<file path="src/rtl/i2s2_tx_scheduler.sv">
// i2s2_tx_scheduler: round-robin arbiter that feeds the Pmod I2S2 codec TX
// AXIS port from several stereo sources. A grant covers a whole L/R packet,
// and a stall watchdog finishes an abandoned right word with silence.
module i2s2_tx_scheduler #(
    parameter int NR_OF_SOURCES_P = 4,
    parameter int DATA_WIDTH_P    = 32,
    parameter int TIMEOUT_P       = 1024
) (
    input  logic                                      clk_mclk,
    input  logic                                      rst,
    input  logic [NR_OF_SOURCES_P*DATA_WIDTH_P-1:0]   src_axis_s_data,
    input  logic [NR_OF_SOURCES_P-1:0]                src_axis_s_valid,
    output logic [NR_OF_SOURCES_P-1:0]                src_axis_s_ready,
    input  logic [NR_OF_SOURCES_P-1:0]                src_axis_s_last,
    output logic [DATA_WIDTH_P-1:0]                   tx_axis_m_data,
    output logic                                      tx_axis_m_valid,
    input  logic                                      tx_axis_m_ready,
    output logic                                      tx_axis_m_last,
    input  logic                                      cr_enable,
    input  logic                                      cr_mute,
    output logic [NR_OF_SOURCES_P-1:0]                sr_grant,
    output logic [15:0]                               sr_timeout_count,
    output logic [15:0]                               sr_protocol_errors
);

    localparam int IDX_W = $clog2(NR_OF_SOURCES_P);
    localparam int TMR_W = $clog2(TIMEOUT_P + 1);

    typedef enum logic [1:0] {IDLE, SEND_L, SEND_R, FILL_R} state_t;

    state_t            state;
    logic [IDX_W-1:0]  grant_idx;
    logic [IDX_W-1:0]  last_grant;
    logic [TMR_W-1:0]  timer;

    logic              pick_found;
    logic [IDX_W-1:0]  pick_idx;
    int                cand;

    logic [DATA_WIDTH_P-1:0] g_data;
    logic                    g_valid;
    logic                    g_last;
    logic                    timer_expired;

    // Counters stick at full scale instead of wrapping.
    function automatic logic [15:0] sat_inc(input logic [15:0] v);
        return (v == 16'hFFFF) ? v : v + 16'd1;
    endfunction

    assign timer_expired = (timer == TMR_W'(TIMEOUT_P - 1));

    // Round-robin pick: first valid source above the last one served, with wrap.
    always_comb begin
        pick_found = 1'b0;
        pick_idx   = '0;
        cand       = 0;
        for (int k = 1; k <= NR_OF_SOURCES_P; k++) begin
            cand = int'(last_grant) + k;
            if (cand >= NR_OF_SOURCES_P)
                cand = cand - NR_OF_SOURCES_P;
            if (!pick_found && src_axis_s_valid[IDX_W'(cand)]) begin
                pick_found = 1'b1;
                pick_idx   = IDX_W'(cand);
            end
        end
    end

    // Select the granted source's AXIS signals.
    always_comb begin
        g_data  = '0;
        g_valid = 1'b0;
        g_last  = 1'b0;
        for (int i = 0; i < NR_OF_SOURCES_P; i++) begin
            if (grant_idx == IDX_W'(i)) begin
                g_data  = src_axis_s_data[i*DATA_WIDTH_P +: DATA_WIDTH_P];
                g_valid = src_axis_s_valid[i];
                g_last  = src_axis_s_last[i];
            end
        end
    end

    // Forwarding path to the codec; last is set by position in the packet, not by the source.
    always_comb begin
        tx_axis_m_valid  = 1'b0;
        tx_axis_m_data   = '0;
        tx_axis_m_last   = 1'b0;
        src_axis_s_ready = '0;
        case (state)
            SEND_L, SEND_R: begin
                tx_axis_m_valid             = g_valid;
                tx_axis_m_data              = cr_mute ? '0 : g_data;
                tx_axis_m_last              = (state == SEND_R);
                src_axis_s_ready[grant_idx] = tx_axis_m_ready;
            end
            FILL_R: begin
                tx_axis_m_valid = 1'b1;
                tx_axis_m_last  = 1'b1;
            end
            default: ;
        endcase
    end

    // Packet FSM with stall watchdog and status counters.
    always_ff @(posedge clk_mclk) begin
        if (rst) begin
            state              <= IDLE;
            grant_idx          <= '0;
            last_grant         <= IDX_W'(NR_OF_SOURCES_P - 1);
            sr_grant           <= '0;
            timer              <= '0;
            sr_timeout_count   <= '0;
            sr_protocol_errors <= '0;
        end else begin
            case (state)
                IDLE: begin
                    timer <= '0;
                    if (cr_enable && pick_found) begin
                        grant_idx  <= pick_idx;
                        last_grant <= pick_idx;
                        sr_grant   <= NR_OF_SOURCES_P'(1) << pick_idx;
                        state      <= SEND_L;
                    end
                end
                SEND_L: begin
                    if (g_valid) begin
                        timer <= '0;
                        if (tx_axis_m_ready) begin
                            state <= SEND_R;
                            if (g_last)
                                sr_protocol_errors <= sat_inc(sr_protocol_errors);
                        end
                    end else if (timer_expired) begin
                        // Nothing reached the codec yet, so the packet is simply dropped.
                        timer            <= '0;
                        sr_grant         <= '0;
                        state            <= IDLE;
                        sr_timeout_count <= sat_inc(sr_timeout_count);
                    end else begin
                        timer <= timer + 1'b1;
                    end
                end
                SEND_R: begin
                    if (g_valid) begin
                        timer <= '0;
                        if (tx_axis_m_ready) begin
                            sr_grant <= '0;
                            state    <= IDLE;
                        end
                    end else if (timer_expired) begin
                        // Left word already went out: finish the frame with a silent right word.
                        timer            <= '0;
                        state            <= FILL_R;
                        sr_timeout_count <= sat_inc(sr_timeout_count);
                    end else begin
                        timer <= timer + 1'b1;
                    end
                end
                FILL_R: begin
                    timer <= '0;
                    if (tx_axis_m_ready) begin
                        sr_grant <= '0;
                        state    <= IDLE;
                    end
                end
                default: state <= IDLE;
            endcase
        end
    end

endmodule

</file>
<file path="config.mk">
export PLATFORM = sky130hd
export DESIGN_NAME = i2s2_tx_scheduler
export DESIGN_NICKNAME = d
export VERILOG_FILES = /design/src/rtl/i2s2_tx_scheduler.sv
export SDC_FILE = /design/constraint.sdc
export NUM_CORES = 1
export LEC_CHECK = 0
export BUFFER_PORTS_ARGS = -buffer_cell sky130_fd_sc_hd__buf_2
export CAP_MARGIN = 20
export CELL_PAD_IN_SITES_DETAIL_PLACEMENT = 2
export CELL_PAD_IN_SITES_GLOBAL_PLACEMENT = 2
export CORE_MARGIN = 10
export CORE_UTILIZATION = 24
export DETAILED_ROUTE_END_ITERATION = 12
export PLACE_DENSITY = 0.77
export SYNTH_ARGS = -nofsm -noshare
export SYNTH_HDL_FRONTEND = slang
export SYNTH_SLANG_ARGS = --single-unit
export TNS_END_PERCENT = 50
</file>
<file path="constraint.sdc">
create_clock -name clk_mclk -period 2.35 [get_ports clk_mclk]
set_input_delay 0.235 -clock clk_mclk [delete_from_list [all_inputs] [get_ports clk_mclk]]
set_output_delay 0.235 -clock clk_mclk [all_outputs]
set_load 0.005 [all_outputs]
</file>
==> qor.yml, run 1 <==
worst_pin_slew_ns: 0.716
min_path_type: "input pin to flip-flop"
synth_cell_type_count: 50
tns_ns: 0
yosysWarnings: 0
drv_cap: 0
fmax_mhz: 439
dieArea_sq_um: 20900
p_leak_nw: 2.25
yosys-top-cells-count: "53 x dfxtp_1, 44 x nor2_1, 37 x nor2b_1"
multi_input_area_sq_um: 2520
initial_core_util_pct: 24.5
gr-total-overflow: 0
hpwl_mm: 15.5
ys_seq_area_share_pct: 28.4
fillers: 1753
clk_latency_ns: 0.30
io_buffers: 214
end_kind: "flip-flop"
cpMaxStageDelayCell: "mux4_2"
rows: 45
grt_use_total_pct: 16.5
switching_share_pct: 30.2
fp.dieH_um: 145
root_buffer: "clkbuf_16"
path_clk_slew_ns: 0.07
antenna_left: 0
synth-edff-count: 0
wl_per_cell_um: 23.1
slew_headroom_pct: 52.2
finalSetupViolations: 0
yosysMostFrequentCell: "dfxtp_1"
io_pins: 215
synth_seq_cells: 53
hold_buffers: 0
htreeDepth: 2
cp_slowest_stage_delay_ns: 0.59
drt_wl_total_mm: 18.7
synthesis.area_sq_um: 3730
cpLargestDelayFamily: "simple AND/OR/NAND/NOR gates"
antenna_found_initial: 6
dp_cells: 794
ys.flop_type: "dfxtp_1"
regArea_sq_um: 1060
yosysTopAreaCellShare_pct: 28.4
startpoint_type: "flip-flop"
numClockSinks: 53
grt_start_max_net_pins: 38
p_int_w: 0.00198
final_nets: 766
min_period_ns: 2.28
finalHoldViolCount: 0
skew_ns: 0.00684
crit_chain: "mux4_2 -> buf_4 -> o41ai_4 -> nand3_2 -> or4_1 -> o32ai_1"
power_density_nw_per_um2: 538
crit_arrival_ns: 2.48
synth_nets: 550
dr.pass1.iters: 4
synthCells: 401
core-area_sq_um: 15200
cts_buffer_depth: 2
pwr-share-seq_pct: 33.6
p_comb_share_pct: 35.5
ys_top_cells_by_area: "dfxtp_1 28%, mux4_2 21%, nor2b_1 6.2%, nor2_1 4.4%, xnor2_1 4.2%"
cp.required_ns: 2.56
cp_max_fo: 4
clock_power_share_pct: 30.9
power_w: 0.00285
irDropWorstVdd_v: 0.000274
drive_above_1_share_pct: 45.6
syn_to_final_growth_pct: 41.9
period_share_pct: 96.9
drv_slew: 0
async_flop_share_pct: 0
syn_area_per_cell_sq_um: 9.30
status: "completed"
num_vias: 4212
critical_path.n_buffers_inverters: 1
grt_pass1_vias: 4481
yosysTopAreaCell: "dfxtp_1"
cts_tree: "done"
grt_pass1_wl_mm: 26.9
path_class: "flip-flop to flip-flop"
fp.dieW_um: 145
p_switching_w: 0.000861
drt_first_iter_violations: 120
globalplace.congestion: 0.913
numCtsBuffers: 5
instances_no_fill: 808
final_core_util_pct: 34.8
drt-vias-per-instance: 5.21
drc: 0
tightest hold or removal path: stages:
cell	delay, ns
buf_2	0.12
a31oi_1	0.09
o21ai_0	0.13
registers in the layout, indices dropped and copies added (netlist names):
register,flops
sr_protocol_errors,16
last_grant,2
sr_timeout_count,16
grant_idx,2
state,2
timer,11
sr_grant,4
final timing paths:
check	from	end	slack, ns	depth (start not counted)
max reg2reg	grant_idx[1]$_SDFFE_PP0P_	sr_grant[1]$_SDFFE_PP0P_	0.07	6
min reg2reg	timer[0]$_SDFF_PP0_	timer[0]$_SDFF_PP0_	0.45	1
max	grant_idx[1]$_SDFFE_PP0P_	sr_grant[1]$_SDFFE_PP0P_	0.07	6
min	cr_enable	last_grant[0]$_SDFFE_PP1P_	0.31	3
area by class of cell:
cell class,count,share of cell area [%]
Antenna cell,2,0.0945
Tap cell,188,4.44
Sequential cell,53,20.1
Inverter,15,1.06
Clock inverter,1,0.567
Multi-Input combinational cell,308,47.6
Timing Repair Buffer,234,23.4
Clock buffer,7,2.69
repair_timing:
action / 4_1_cts / 5_1_grt
gates resized for setup: 0 / 7
buffers inserted: 0 / 3
pin swaps: 0 / 3
endpoints found under the setup margin: 1 / 20
power by group through the flow:
stage          clock network (W)  registers, W  logic, W
6_report                0.000878      0.000957   0.00101
5_1_grt                 0.000937      0.000962   0.00110
4_1_cts                 0.000900      0.000955  0.000984
3_5_place_dp                   0      0.000977  0.000978
3_3_place_gp                   0      0.000974  0.000944
2_1_floorplan                  0      0.000966  0.000569
layout by cell type (no fill, tap or decap), types with 3 or more instances in the layout:
| cell | n |
|---|---|
| inv_1 | 15 |
| ha_1 | 8 |
| a211oi_1 | 7 |
| o31ai_1 | 6 |
| a21oi_1 | 21 |
| mux4_2 | 34 |
| nand3_1 | 21 |
| nor4_1 | 4 |
| xnor2_1 | 18 |
| clkbuf_16 | 5 |
| nand3b_1 | 3 |
| nor3_1 | 5 |
| dfxtp_1 | 51 |
| xor2_1 | 5 |
| nand2_1 | 13 |
| buf_2 | 214 |
| nor2_1 | 44 |
| o21ai_0 | 12 |
| or4_1 | 9 |
| or3_1 | 9 |
| nand2b_1 | 5 |
| buf_4 | 16 |
| and3_1 | 6 |
| and4_1 | 5 |
| nand4_1 | 6 |
| nor2b_1 | 37 |
layer usage:
| layer | track usage [%] | up-vias | part of all wire, % |
|---|---|---|---|
| met2 | 31.7 | 153 | 53 |
| met5 | 0 | - | 0.32 |
| li1 | - | 1930 | - |
| met4 | 3.99 | 8 | 2.0 |
| met1 | 16.7 | 2094 | 36 |
| met3 | 5.57 | 27 | 9.1 |
metrics by stage:
step	setup slack, ns	instance area (sq um)	hold slack, ns
after floorplan	0.199	3730	0.367
after global placement	0.0962	5060	0.427
after detailed placement	0.0291	5060	0.440
after CTS	-0.00700	5230	0.305
after global routing	-0.00920	5290	0.355
final	0.0718	5290	0.314
logic make-up after synthesis:
| kind of cell | synth area share [%] |
|---|---|
| compound gates | 12.3 |
| mux | 21.1 |
| simple gates | 25.7 |
| fa+ha+maj | 2.68 |
| flops | 28.4 |
| buf+inv | 4.46 |
| xor+xnor | 5.40 |
Power figures use the tool's default switching activity.
==> inputs of run 2 (changes only) <==
--- a/constraint.sdc
+++ b/constraint.sdc
@@ -3,2 +3,2 @@
 set_output_delay 0.235 -clock clk_mclk [all_outputs]
-set_load 0.005 [all_outputs]
+set_load 0.01 [all_outputs]
==> run 2 against run 1 <==
- register-to-register slack better by 0.03 ns
- critical path depth unchanged
- worst setup slack better by 0.030 ns
- routed wire length shrank 0.85%
- critical path type unchanged
- critical endpoint is now sr_timeout_count[6]$_SDFFE_PP0P_
- highest routed layer unchanged
==> qor.yml, run 2 (synthesized netlist as in run 1, its figures left out) <==
final_core_util_pct: 34.4
grt_pass1_wl_mm: 27.3
crit_arrival_ns: 2.47
irDropWorstVdd_v: 0.000279
drt_first_iter_violations: 175
dp_cells: 793
skew_ns: 0.00811
drt-vias-per-instance: 5.16
drt_wl_total_mm: 18.5
fmax_mhz: 445
p_comb_share_pct: 37.0
min_path_type: "input pin to flip-flop"
core-area_sq_um: 15200
rows: 45
drive_above_1_share_pct: 45.6
worst_pin_slew_ns: 0.982
antenna_left: 0
period_share_pct: 95.7
path_clk_slew_ns: 0.07
end_kind: "flip-flop"
cts_buffer_depth: 2
drv_slew: 0
reg_top3: "sr_protocol_errors x16, sr_timeout_count x16, timer x11"
cp.required_ns: 2.57
clk_latency_ns: 0.30
pwr-share-seq_pct: 35.4
htreeDepth: 2
initial_core_util_pct: 24.5
fp.dieW_um: 145
finalHoldViolCount: 0
drc: 0
rsz0062_at_grt: "false"
slew_headroom_pct: 33.7
syn_to_final_growth_pct: 40.0
p_int_w: 0.00182
io_buffers: 214
grt_pass1_vias: 4494
io_pins: 215
globalplace.congestion: 0.925
root_buffer: "clkbuf_16"
final_common_cell: "buf_2"
final_cell_mix: "214 x buf_2, 51 x dfxtp_1, 44 x nor2_1, 37 x nor2b_1, 34 x mux4_2"
power_w: 0.00271
grt_start_max_net_pins: 38
dieArea_sq_um: 20900
gr-total-overflow: 0
clock_power_share_pct: 27.6
cp_max_fo: 24
numClockSinks: 53
startpoint_type: "flip-flop"
power_density_nw_per_um2: 518
drv_cap: 0
num_vias: 4146
hpwl_mm: 15.6
status: "completed"
path_class: "flip-flop to flip-flop"
stdcell_area_sq_um: 5220
detailed_place.area_sq_um: 5050
numCtsBuffers: 5
instances_no_fill: 803
grt_use_total_pct: 16.8
antenna_found_initial: 4
final_nets: 762
wl_per_cell_um: 23.1
finalSetupViolations: 0
p_switching_w: 0.000883
fp.dieH_um: 145
cts_tree: "done"
dr.pass1.iters: 4
min_period_ns: 2.25
switching_share_pct: 32.6
tns_ns: 0
p_leak_nw: 2.20
[run 2: per-stage QoR]
step                      setup slack [ns]  hold WS, ns
after global placement              0.0960        0.423
after global routing              0.000115        0.351
after floorplan                      0.199        0.367
final                                0.102        0.302
after detailed placement            0.0190        0.447
after CTS                         0.000887        0.297
[run 2: power groups by stage]
stage,Sequential [W],Combinational [W],Clock [W]
2_1_floorplan,0.000969,0.000598,0
3_3_place_gp,0.000974,0.000966,0
3_5_place_dp,0.000978,0.00100,0
4_1_cts,0.000957,0.00102,0.000769
5_1_grt,0.000962,0.00110,0.000815
6_report,0.000957,0.00100,0.000747
[run 2: final timing paths]
kind	start	cells after the start	endpoint	slack [ns]
setup reg to reg	grant_idx[1]$_SDFFE_PP0P_	6	sr_timeout_count[6]$_SDFFE_PP0P_	0.10
hold / removal	cr_enable	3	last_grant[0]$_SDFFE_PP1P_	0.30
hold reg to reg	timer[0]$_SDFF_PP0_	1	timer[0]$_SDFF_PP0_	0.46
setup / recovery	grant_idx[1]$_SDFFE_PP0P_	6	sr_timeout_count[6]$_SDFFE_PP0P_	0.10
[run 2: area by class of cell]
type | count | area, sq um
inverters | 15 | 56.3
flip-flops and latches | 53 | 1060
repair buffers | 230 | 1210
diodes | 1 | 2.50
clock buffers | 6 | 129
well taps | 188 | 235
multi-input cells | 308 | 2510
clock inverters | 2 | 13.8
fillers | 1778 | 9980
[run 2: layer usage]
layer	GRT usage, %	vias to the layer above	wire [um]
li1	-	1917	-
met1	17.8	2053	6790
met2	31.3	150	9720
met3	5.31	20	1630
met4	3.99	6	338
met5	0	-	44
[run 2: worst max-delay path: stages, from the launching register on]
cell,delay [ns]
dfxtp_2,0.36
mux4_2,0.59
nor4b_4,0.30
o211ai_2,0.16
buf_12,0.18
or4_1,0.40
a21oi_1,0.17
[run 2: what timing repair did]
item	4_1_cts	5_1_grt
setup endpoints to repair	1	16
pin swaps	1	4
gates resized for setup	1	4
hold buffers	0	0
gates cloned	0	0
setup buffers	1	0
==> inputs of run 3 (changes only) <==
- BUFFER_PORTS_ARGS: -buffer_cell sky130_fd_sc_hd__buf_2 -> not set
- CORE_UTILIZATION: 24 -> 35
- DONT_BUFFER_PORTS: not set -> 1
==> run 3 against run 2 <==
- combinational power shrank 20%
- critical endpoint is now sr_grant[0]$_SDFFE_PP0P_
- clock power shrank 29%
- highest routed layer is now met4
- clock skew increased by 0.0011 ns
- critical path depth down 1
- non-clock buffer count is 204 lower
- worst setup slack lost 0.025 ns
- largest cell class unchanged
==> qor.yml, run 3 (synthesized netlist as in run 1, its figures left out) <==
fp.dieW_um: 123
pre_cts_slack_ns: -0.0243
rows: 37
wl_per_cell_um: 28.2
num_vias: 3307
finalSetupViolations: 0
cpMaxStageDelayCell: "mux4_2"
cts_buffer_depth: 2
fp.dieH_um: 123
grt_use_total_pct: 18.7
worst_pin_slew_ns: 0.924
antenna_left: 0
antenna_found_initial: 2
htreeDepth: 2
crit_chain: "mux4_2 -> o41ai_2 -> nand3_1 -> or4_1 -> o32ai_1"
startpoint_type: "flip-flop"
power_density_nw_per_um2: 557
dieArea_sq_um: 15200
min_period_ns: 2.27
grt.met3_usage_pct: 6.61
drt_wl_total_mm: 15.5
io_pins: 215
drt_first_iter_violations: 145
fmax_mhz: 440
numCtsBuffers: 5
root_buffer: "clkbuf_8"
grt_pass1_wl_mm: 22.1
drc: 0
drv_slew: 0
path_clk_slew_ns: 0.09
drv_cap: 0
met2_usage_pct: 34.4
drive_above_1_share_pct: 17.8
crit_arrival_ns: 2.48
grt_pass1_vias: 3568
clk_latency_ns: 0.31
hpwl_mm: 12.5
grt_start_max_net_pins: 38
cts_tree: "done"
met1_usage_pct: 19.5
end_kind: "flip-flop"
busiest_layer: "met2"
syn_to_final_growth_pct: 10.3
p_leak_nw: 1.27
path_class: "flip-flop to flip-flop"
initial_core_util_pct: 36.0
slew_headroom_pct: 37.6
dr.pass1.iters: 4
finalHoldViolCount: 0
final_common_cell: "dfxtp_1"
cp_slowest_stage_delay_ns: 0.56
cp.required_ns: 2.56
status: "completed"
reg_top3: "sr_protocol_errors x16, sr_timeout_count x16, timer x11"
io_buffers: 0
min_path_type: "input pin to flip-flop"
cp_max_fo: 4
final_nets: 558
layout_setup_ws_ns: 0.0767
gr-total-overflow: 0
globalplace.congestion: 0.879
drt-vias-per-instance: 6.02
core-area_sq_um: 10400
final_core_util_pct: 39.7
skew_ns: 0.00921
final_cell_mix: "51 x dfxtp_1, 44 x nor2_1, 36 x nor2b_1, 34 x mux4_2, 23 x buf_4"
period_share_pct: 96.7
rsz0062_at_grt: "true"
numClockSinks: 53
irDropWorstVdd_v: 0.000322
[run 3: changes by cell type in the layout (fill, tap and decap cells not counted), moves of 2 or more]
cell,before,now
buf_2,214,0
buf_4,14,23
clkbuf_8,0,6
clkbuf_16,5,0
diode_2,1,4
a21oi_1,19,21
a21oi_2,2,0
[run 3: cell type report]
| cell class | count | area [sq um] |
|---|---|---|
| Fill cell | 1165 | 6250 |
| Multi-Input combinational cell | 308 | 2510 |
| Sequential cell | 53 | 1060 |
| Timing Repair Buffer | 26 | 224 |
| Tap cell | 136 | 170 |
| Clock buffer | 7 | 86.3 |
| Inverter | 15 | 56.3 |
| Antenna cell | 4 | 10.0 |
[run 3: timing repair]
action,in CTS,in global routing
pin swaps,1,3
hold buffers,1,0
gates cloned,0,0
setup endpoints to repair,1,17
setup buffers,1,1
hold endpoints to repair,35,0
gates resized for setup,0,3
[run 3: path summary, 6_finish.rpt]
path                                                 from                          to  slack [ns]  depth (start not counted)
worst max-delay path            grant_idx[1]$_SDFFE_PP0P_    sr_grant[0]$_SDFFE_PP0P_        0.08                          5
worst min-delay path                                  rst  last_grant[1]$_SDFFE_PP1P_        0.02                          1
worst max register to register  grant_idx[1]$_SDFFE_PP0P_    sr_grant[0]$_SDFFE_PP0P_        0.08                          5
worst min register to register        timer[0]$_SDFF_PP0_         timer[0]$_SDFF_PP0_        0.45                          1
[run 3: per-stage QoR]
stage	hold WS, ns	power, W	instances	cell area, sq um	TNS, ns
2_1_floorplan	0.367	0.00157	401	3730	0
3_3_place_gp	0.321	0.00172	535	3980	0
3_5_place_dp	0.324	0.00175	535	3980	-0.0243
4_1_cts	0.00710	0.00232	544	4090	0
5_1_grt	0.000629	0.00244	547	4110	-0.182
6_report	0.0153	0.00229	549	4120	0
[run 3: critical path: cells and delay by family, from the launching register on]
kind	cells	cell delay, ns
flops	1	0.35
compound gates	2	0.53
simple gates	2	0.73
mux	1	0.56
[run 3: where the power goes]
| group | switching (W) | internal [W] |
|---|---|---|
| clock network | 0.000298 | 0.000235 |
| registers | 0.0000363 | 0.000927 |
| logic | 0.000415 | 0.000381 |
| total | 0.000750 | 0.00154 |
[run 3: per-layer routing]
metal | share of wire (%) | vias to the layer above
li1 | - | 1511
met1 | 34 | 1626
met5 | 0 | -
met3 | 9.8 | 21
met4 | 2.0 | 0
met2 | 54 | 149
